===== src/rtl/precompute_pkg.sv =====
// Shared opcode encoding and helpers for the precompute execution pipe.
package precompute_pkg;

    typedef enum logic [3:0] {
        OP_NOP  = 4'h0,
        OP_AND  = 4'h1,
        OP_NOT  = 4'h2,
        OP_OR   = 4'h3,
        OP_XOR  = 4'h4,
        OP_ADD  = 4'h5,
        OP_SUB  = 4'h6,
        OP_MOV0 = 4'h7,
        OP_MOV1 = 4'h8,
        OP_MOVI = 4'h9
    } opcode_t;

    // One candidate-result slot per defined opcode (slot 0 belongs to NOP).
    localparam int N_OPS = 10;

    // NOP and every undefined encoding (4'hA..4'hF) leave the register file alone.
    function automatic logic op_writes(input opcode_t op);
        return (op != OP_NOP) && (op <= OP_MOVI);
    endfunction

endpackage


===== src/rtl/precompute_fifo.sv =====
// Small synchronous FIFO with combinational head read; full blocks pushes even when popping.
module precompute_fifo #(
    parameter  int WIDTH = 8,
    parameter  int DEPTH = 4,
    localparam int PTR_W = $clog2(DEPTH),
    localparam int CNT_W = $clog2(DEPTH + 1)
) (
    input  logic             clk,
    input  logic             rst,
    input  logic             push,
    input  logic [WIDTH-1:0] push_data,
    input  logic             pop,
    output logic [WIDTH-1:0] pop_data,
    output logic             full,
    output logic             empty,
    output logic [CNT_W-1:0] count
);

    logic [WIDTH-1:0] mem [DEPTH];
    logic [PTR_W-1:0] wr_ptr_reg;
    logic [PTR_W-1:0] rd_ptr_reg;
    logic [CNT_W-1:0] count_reg;
    logic             push_ok;
    logic             pop_ok;

    // Pointers wrap explicitly so non-power-of-two depths work.
    function automatic logic [PTR_W-1:0] ptr_inc(input logic [PTR_W-1:0] p);
        return (p == PTR_W'(DEPTH - 1)) ? '0 : p + 1'b1;
    endfunction

    assign full     = (count_reg == CNT_W'(DEPTH));
    assign empty    = (count_reg == '0);
    assign count    = count_reg;
    assign push_ok  = push && !full;
    assign pop_ok   = pop && !empty;
    assign pop_data = mem[rd_ptr_reg];

    // Storage array: written on accepted pushes, no reset needed.
    always_ff @(posedge clk) begin
        if (push_ok) begin
            mem[wr_ptr_reg] <= push_data;
        end
    end

    // Pointer and occupancy bookkeeping.
    always_ff @(posedge clk) begin
        if (rst) begin
            wr_ptr_reg <= '0;
            rd_ptr_reg <= '0;
            count_reg  <= '0;
        end else begin
            if (push_ok) wr_ptr_reg <= ptr_inc(wr_ptr_reg);
            if (pop_ok)  rd_ptr_reg <= ptr_inc(rd_ptr_reg);
            if (push_ok && !pop_ok)      count_reg <= count_reg + 1'b1;
            else if (pop_ok && !push_ok) count_reg <= count_reg - 1'b1;
        end
    end

endmodule


===== src/rtl/precompute_exe_pipe.sv =====
// FIFO -> R (pop + regfile read) -> X (all candidate results) -> W (late select + writeback).
// Bypass from W into both R and X removes every data hazard, so the pipe never stalls on them.
module precompute_exe_pipe
    import precompute_pkg::*;
#(
    parameter  int W          = 32,
    parameter  int N_REGS     = 32,
    parameter  int FIFO_DEPTH = 4,
    localparam int RA_W       = $clog2(N_REGS)
) (
    input  logic            clk,
    input  logic            rst,
    input  logic            in_vld,
    input  logic [3:0]      in_op,
    input  logic [RA_W-1:0] in_wa,
    input  logic [RA_W-1:0] in_ra0,
    input  logic [RA_W-1:0] in_ra1,
    input  logic [W-1:0]    in_imm,
    output logic            in_rdy,
    input  logic            hold,
    output logic            wb_vld,
    output logic [RA_W-1:0] wb_wa,
    output logic [W-1:0]    wb_data,
    output logic            busy
);

    typedef struct packed {
        logic [3:0]      op;
        logic [RA_W-1:0] wa;
        logic [RA_W-1:0] ra0;
        logic [RA_W-1:0] ra1;
        logic [W-1:0]    imm;
    } entry_t;

    localparam int ENTRY_W = $bits(entry_t);
    localparam int CNT_W   = $clog2(FIFO_DEPTH + 1);

    // FIFO / R stage
    entry_t           in_entry;
    entry_t           r_entry;
    logic             fifo_full;
    logic             fifo_empty;
    logic [CNT_W-1:0] fifo_count;
    logic             r_pop;
    logic [W-1:0]     r_a;
    logic [W-1:0]     r_b;

    // X stage
    logic             x_vld_reg;
    logic [3:0]       x_op_reg;
    logic [RA_W-1:0]  x_wa_reg;
    logic [RA_W-1:0]  x_ra0_reg;
    logic [RA_W-1:0]  x_ra1_reg;
    logic [W-1:0]     x_a_reg;
    logic [W-1:0]     x_b_reg;
    logic [W-1:0]     x_imm_reg;
    logic [W-1:0]     x_a;
    logic [W-1:0]     x_b;
    logic [W-1:0]     x_cand [N_OPS];

    // W stage
    logic             w_vld_reg;
    logic [3:0]       w_op_reg;
    logic [RA_W-1:0]  w_wa_reg;
    logic [W-1:0]     w_cand_reg [N_OPS];
    logic [W-1:0]     w_result;
    logic             w_writes;

    logic [W-1:0]     regs [N_REGS];

    assign in_entry = '{op: in_op, wa: in_wa, ra0: in_ra0, ra1: in_ra1, imm: in_imm};

    precompute_fifo #(
        .WIDTH (ENTRY_W),
        .DEPTH (FIFO_DEPTH)
    ) u_fifo (
        .clk       (clk),
        .rst       (rst),
        .push      (in_vld),
        .push_data (in_entry),
        .pop       (r_pop),
        .pop_data  (r_entry),
        .full      (fifo_full),
        .empty     (fifo_empty),
        .count     (fifo_count)
    );

    assign in_rdy = !fifo_full;
    assign r_pop  = !fifo_empty && !hold;

    // Late select: undefined opcodes fall out as zero and never write.
    assign w_result = (w_op_reg <= OP_MOVI) ? w_cand_reg[w_op_reg] : '0;
    assign w_writes = w_vld_reg && op_writes(opcode_t'(w_op_reg));

    // R-stage read; W holds the op two ahead, whose write has not landed yet.
    always_comb begin
        r_a = regs[r_entry.ra0];
        r_b = regs[r_entry.ra1];
        if (w_writes && (r_entry.ra0 == w_wa_reg)) r_a = w_result;
        if (w_writes && (r_entry.ra1 == w_wa_reg)) r_b = w_result;
    end

    // X-stage operand fix-up for the immediately preceding op; beats the R-stage capture.
    always_comb begin
        x_a = x_a_reg;
        x_b = x_b_reg;
        if (w_writes && (x_ra0_reg == w_wa_reg)) x_a = w_result;
        if (w_writes && (x_ra1_reg == w_wa_reg)) x_b = w_result;
    end

    // Every candidate is computed in parallel; the opcode only chooses among them in W.
    always_comb begin
        for (int i = 0; i < N_OPS; i++) x_cand[i] = '0;
        x_cand[OP_AND]  = x_a & x_b;
        x_cand[OP_NOT]  = ~x_a;
        x_cand[OP_OR]   = x_a | x_b;
        x_cand[OP_XOR]  = x_a ^ x_b;
        x_cand[OP_ADD]  = x_a + x_b;
        x_cand[OP_SUB]  = x_a - x_b;
        x_cand[OP_MOV0] = x_a;
        x_cand[OP_MOV1] = x_b;
        x_cand[OP_MOVI] = x_imm_reg;
    end

    // R -> X pipeline register; a bubble enters whenever nothing is popped.
    always_ff @(posedge clk) begin
        if (rst) begin
            x_vld_reg <= 1'b0;
            x_op_reg  <= OP_NOP;
            x_wa_reg  <= '0;
            x_ra0_reg <= '0;
            x_ra1_reg <= '0;
            x_a_reg   <= '0;
            x_b_reg   <= '0;
            x_imm_reg <= '0;
        end else begin
            x_vld_reg <= r_pop;
            x_op_reg  <= r_entry.op;
            x_wa_reg  <= r_entry.wa;
            x_ra0_reg <= r_entry.ra0;
            x_ra1_reg <= r_entry.ra1;
            x_a_reg   <= r_a;
            x_b_reg   <= r_b;
            x_imm_reg <= r_entry.imm;
        end
    end

    // X -> W pipeline register carrying all candidates.
    always_ff @(posedge clk) begin
        if (rst) begin
            w_vld_reg <= 1'b0;
            w_op_reg  <= OP_NOP;
            w_wa_reg  <= '0;
            for (int i = 0; i < N_OPS; i++) w_cand_reg[i] <= '0;
        end else begin
            w_vld_reg  <= x_vld_reg;
            w_op_reg   <= x_op_reg;
            w_wa_reg   <= x_wa_reg;
            w_cand_reg <= x_cand;
        end
    end

    // Register file: cleared on reset, written from W.
    always_ff @(posedge clk) begin
        if (rst) begin
            for (int i = 0; i < N_REGS; i++) regs[i] <= '0;
        end else if (w_writes) begin
            regs[w_wa_reg] <= w_result;
        end
    end

    assign wb_vld  = w_writes;
    assign wb_wa   = w_wa_reg;
    assign wb_data = w_result;
    assign busy    = (fifo_count != '0) || x_vld_reg || w_vld_reg;

endmodule


===== config.mk =====
export PLATFORM = sky130hd
export DESIGN_NAME = precompute_exe_pipe
export DESIGN_NICKNAME = d
export VERILOG_FILES = /design/src/rtl/precompute_pkg.sv /design/src/rtl/precompute_fifo.sv /design/src/rtl/precompute_exe_pipe.sv
export SDC_FILE = /design/constraint.sdc
export NUM_CORES = 2
export LEC_CHECK = 0
export ABC_CLOCK_PERIOD_IN_PS = 10200
export BUFFER_PORTS_ARGS = -buffer_cell sky130_fd_sc_hd__buf_2
export CAP_MARGIN = 5
export CORE_MARGIN = 5
export CORE_UTILIZATION = 40
export CTS_CLUSTER_SIZE = 16
export DETAILED_ROUTE_END_ITERATION = 6
export PLACE_DENSITY_LB_ADDON = 0.12
export SLEW_MARGIN = 0
export SYNTH_ARGS = -nofsm -noshare
export SYNTH_HDL_FRONTEND = slang
export SYNTH_HIERARCHICAL = 1
export SYNTH_SLANG_ARGS = --single-unit

===== constraint.sdc =====
create_clock -name clk -period 10.2 [get_ports clk]
set_clock_uncertainty 0.05 [all_clocks]
set_input_delay 2.55 -clock clk [delete_from_list [all_inputs] [get_ports clk]]
set_output_delay 2.55 -clock clk [all_outputs]
set_load 0.05 [all_outputs]

==> flow_metrics.tcl <==
set metrics [dict create \
    grt_start_max_net_pins 99 \
    fin_total_pwr_mw 23.0 \
    grt_use_total_pct 26.3 \
    synthMuxAreaShare_pct 20.7 \
    dieArea_um2 205000 \
    avgSynthCellArea_um2 13.6 \
    dpl.hpwl_um 164000 \
    synth_fa_ha_area_share_pct 1.69 \
    cts_tree "yes" \
    numClockSinks 1649 \
    finalSetupTns_ns 0 \
    cts_buffers 179 \
    synth_ff_type "edfxtp_1" \
    port_buffers 94 \
    clockPowerShare_pct 27.6 \
    rsz0062_at_grt "false" \
    area_delta_synth_final_pct 10.9 \
    p_switching_mw 8.39 \
    worst-path-max-fanout 51 \
    hold_violations 0 \
    combPwrFrac_pct 36.6 \
    clkTransAtPathRegs_ns 0.06 \
    maxSlewHeadroom_pct 20.9 \
    layout_common_cells "1310 x nor2_1, 1228 x edfxtp_1, 569 x mux4_2" \
    yosys.area.top_type "edfxtp_1" \
    drtIter0Drc 6080 \
    start_kind "register" \
    outcome "finished clean" \
    setup_viol 0 \
    power.internal_mw 14.6 \
    end_kind "output port" \
    largest_reg_flops 1024 \
    clock_latency_ns 0.85 \
    p_sw_share_pct 36.5 \
    drt-total-wl_um 274000 \
    coreArea_um2 195000 \
    fill_cells 17700 \
    start_util_pct 40.2 \
    post_cts_buffers 0 \
    avgRoutedWirePerCell_um 32.3 \
    antenna_found_initial 11 \
    stdcell_count 8474 \
    synth_compound_area_share_pct 5.77 \
    critical_path_class "reg2out" \
    drc 0 \
    final_nets 5853 \
    seqPwrFrac_pct 35.8 \
    syn_inst 5786 \
    synth-edff-count 1228 \
    dieHeight_um 453 \
    cts_buffer_depth 3 \
    clockRootBuffer "clkbuf_16" \
    synth_simple_gate_area_share_pct 9.66 \
    grt-ovfl-total 0 \
    max_freq_mhz 140 \
    finalMaxSlewViolations 0 \
    yosysUniqueCellTypes 93 \
    ant_nets 0 \
    mostFrequentLayoutCell "nor2_1" \
    dr.pass1.iters 6 \
    synth_warnings 6 \
    synth_top_area_share_pct 47.0 \
    num_rows 162 \
    maxCapViolations 0 \
    cp_data_required_time_ns 7.60 \
    ys_seq_area_share_pct 57.7 \
    post-route-period-util_pct 70.0 \
    min_path_type "reg2reg" \
    synth_seq_cells 1649 \
    grt_pass1_vias 51400 \
    vdd_drop_max_v 0.000178 \
    total_leakage_power_nw 30.5 \
    multi_input_area_um2 30400 \
    htreeDepth 4 \
    synthArstFlopShare_pct 0 \
    post_cts_resized 0 \
    p_per_area_nw_per_um2 264 \
    placed_cells 8137 \
    drive_gt1_share_pct 21.9 \
    synth_area_leaders "edfxtp_1 47%, mux4_2 17%, dfxtp_1 11%" \
    grt_pass1_wl_um 387000 \
    regArea_um2 45300 \
    syn_area_um2 78500 \
    gp_congestion 0.865 \
    finalCriticalPeriod_ns 7.14 \
    yosys.area_share.xor_xnor_pct 0.692 \
    worst_pin_slew_ns 1.18 \
    cp.arrival_ns 4.54 \
    synth_top_family_by_area "multiplexers" \
    vias 51100 \
    viasPerCell 6.03 \
    chipWidth_um 453 \
    pin_count 95 \
    ctsHoldBuffers 0 \
    syn_nets 5945 \
]
-- layout make-up --
cell class | count | area share, %
tap | 2624 | 3.77
inverter | 136 | 0.598
multi-input combinational | 3474 | 35.0
sequential | 1649 | 52.1
antenna | 5 | 0.0144
clock buffer | 248 | 5.68
timing repair buffer | 254 | 2.03
clock inverter | 84 | 0.833
-- critical path, stage by stage (launching register included) --
cell and delay [ns]:
dfxtp_4 0.92, buf_4 0.79, mux2_2 0.41, a22oi_1 0.16
o22ai_1 0.13, a22oi_2 0.17, buf_4 0.41, inv_1 0.25
buf_2 0.27
-- kinds of logic (layout without fill, tap and decap cells) --
group,after synthesis,count (layout)
other,0,5
xor gates and xnor gates,62,62
buffers and inverters,663,722
and+or+nand+nor,1783,1783
muxes,896,896
adders and majority gates,104,104
DFF,1649,1649
AOI/OAI and AO/OA,629,629
-- path summary, 6_finish.rpt --
path | startpoint | end | slack, ns | cells past startpoint
worst min-delay path | x_imm_reg[30] | w_cand_reg[30] | 0.38 | 1
worst max register to register | w_op_reg[0] | w_cand_reg[155] | 3.62 | 16
worst max-delay path | w_op_reg[0] | wb_data[31] | 3.06 | 8
worst min register to register | x_imm_reg[30] | w_cand_reg[30] | 0.38 | 1
-- synth_stat cells, types with 66 or more instances --
cell	n
nor2_1	1312
edfxtp_1	1228
mux4_2	575
dfxtp_1	421
mux2i_1	281
clkbuf_1	248
buf_2	208
nor2b_1	156
inv_1	117
nand2_1	112
a21oi_1	104
ha_1	101
o22ai_1	95
a221oi_1	91
o21ai_0	86
nand2b_1	66
-- per-stage QoR --
stage                     util [%]  worst slack (ns)  hold slack, ns  area, um^2
final                         44.6              3.06           0.383       87000
after detailed placement      41.7              3.78           0.372       81300
after global routing          44.6              2.75           0.403       87000
after floorplan                  -              5.35           0.364       78500
after CTS                     44.6              2.97           0.377       87000
after global placement        41.7              3.94           0.370       81300
-- power by group through the flow --
stage                     Combinational, mW  Sequential [mW]  Clock [mW]
after detailed placement               8.35             8.37           0
final                                  8.42             8.23        6.35
after floorplan                        5.70             8.19           0
after CTS                              8.38             8.24        6.46
after global routing                   8.85             8.29        6.73
after global placement                 8.35             8.37           0
-- metal layers --
layer / wire (um) / vias up / global-route usage (%)
met1: 114000 / 26800 / 36.9
met5: 35 / - / 0
met2: 126000 / 2487 / 41.0
li1: - / 21400 / -
met4: 13100 / 6 / 11.2
met3: 21300 / 466 / 4.11
No activity file was read; power rests on OpenSTA's default activity.
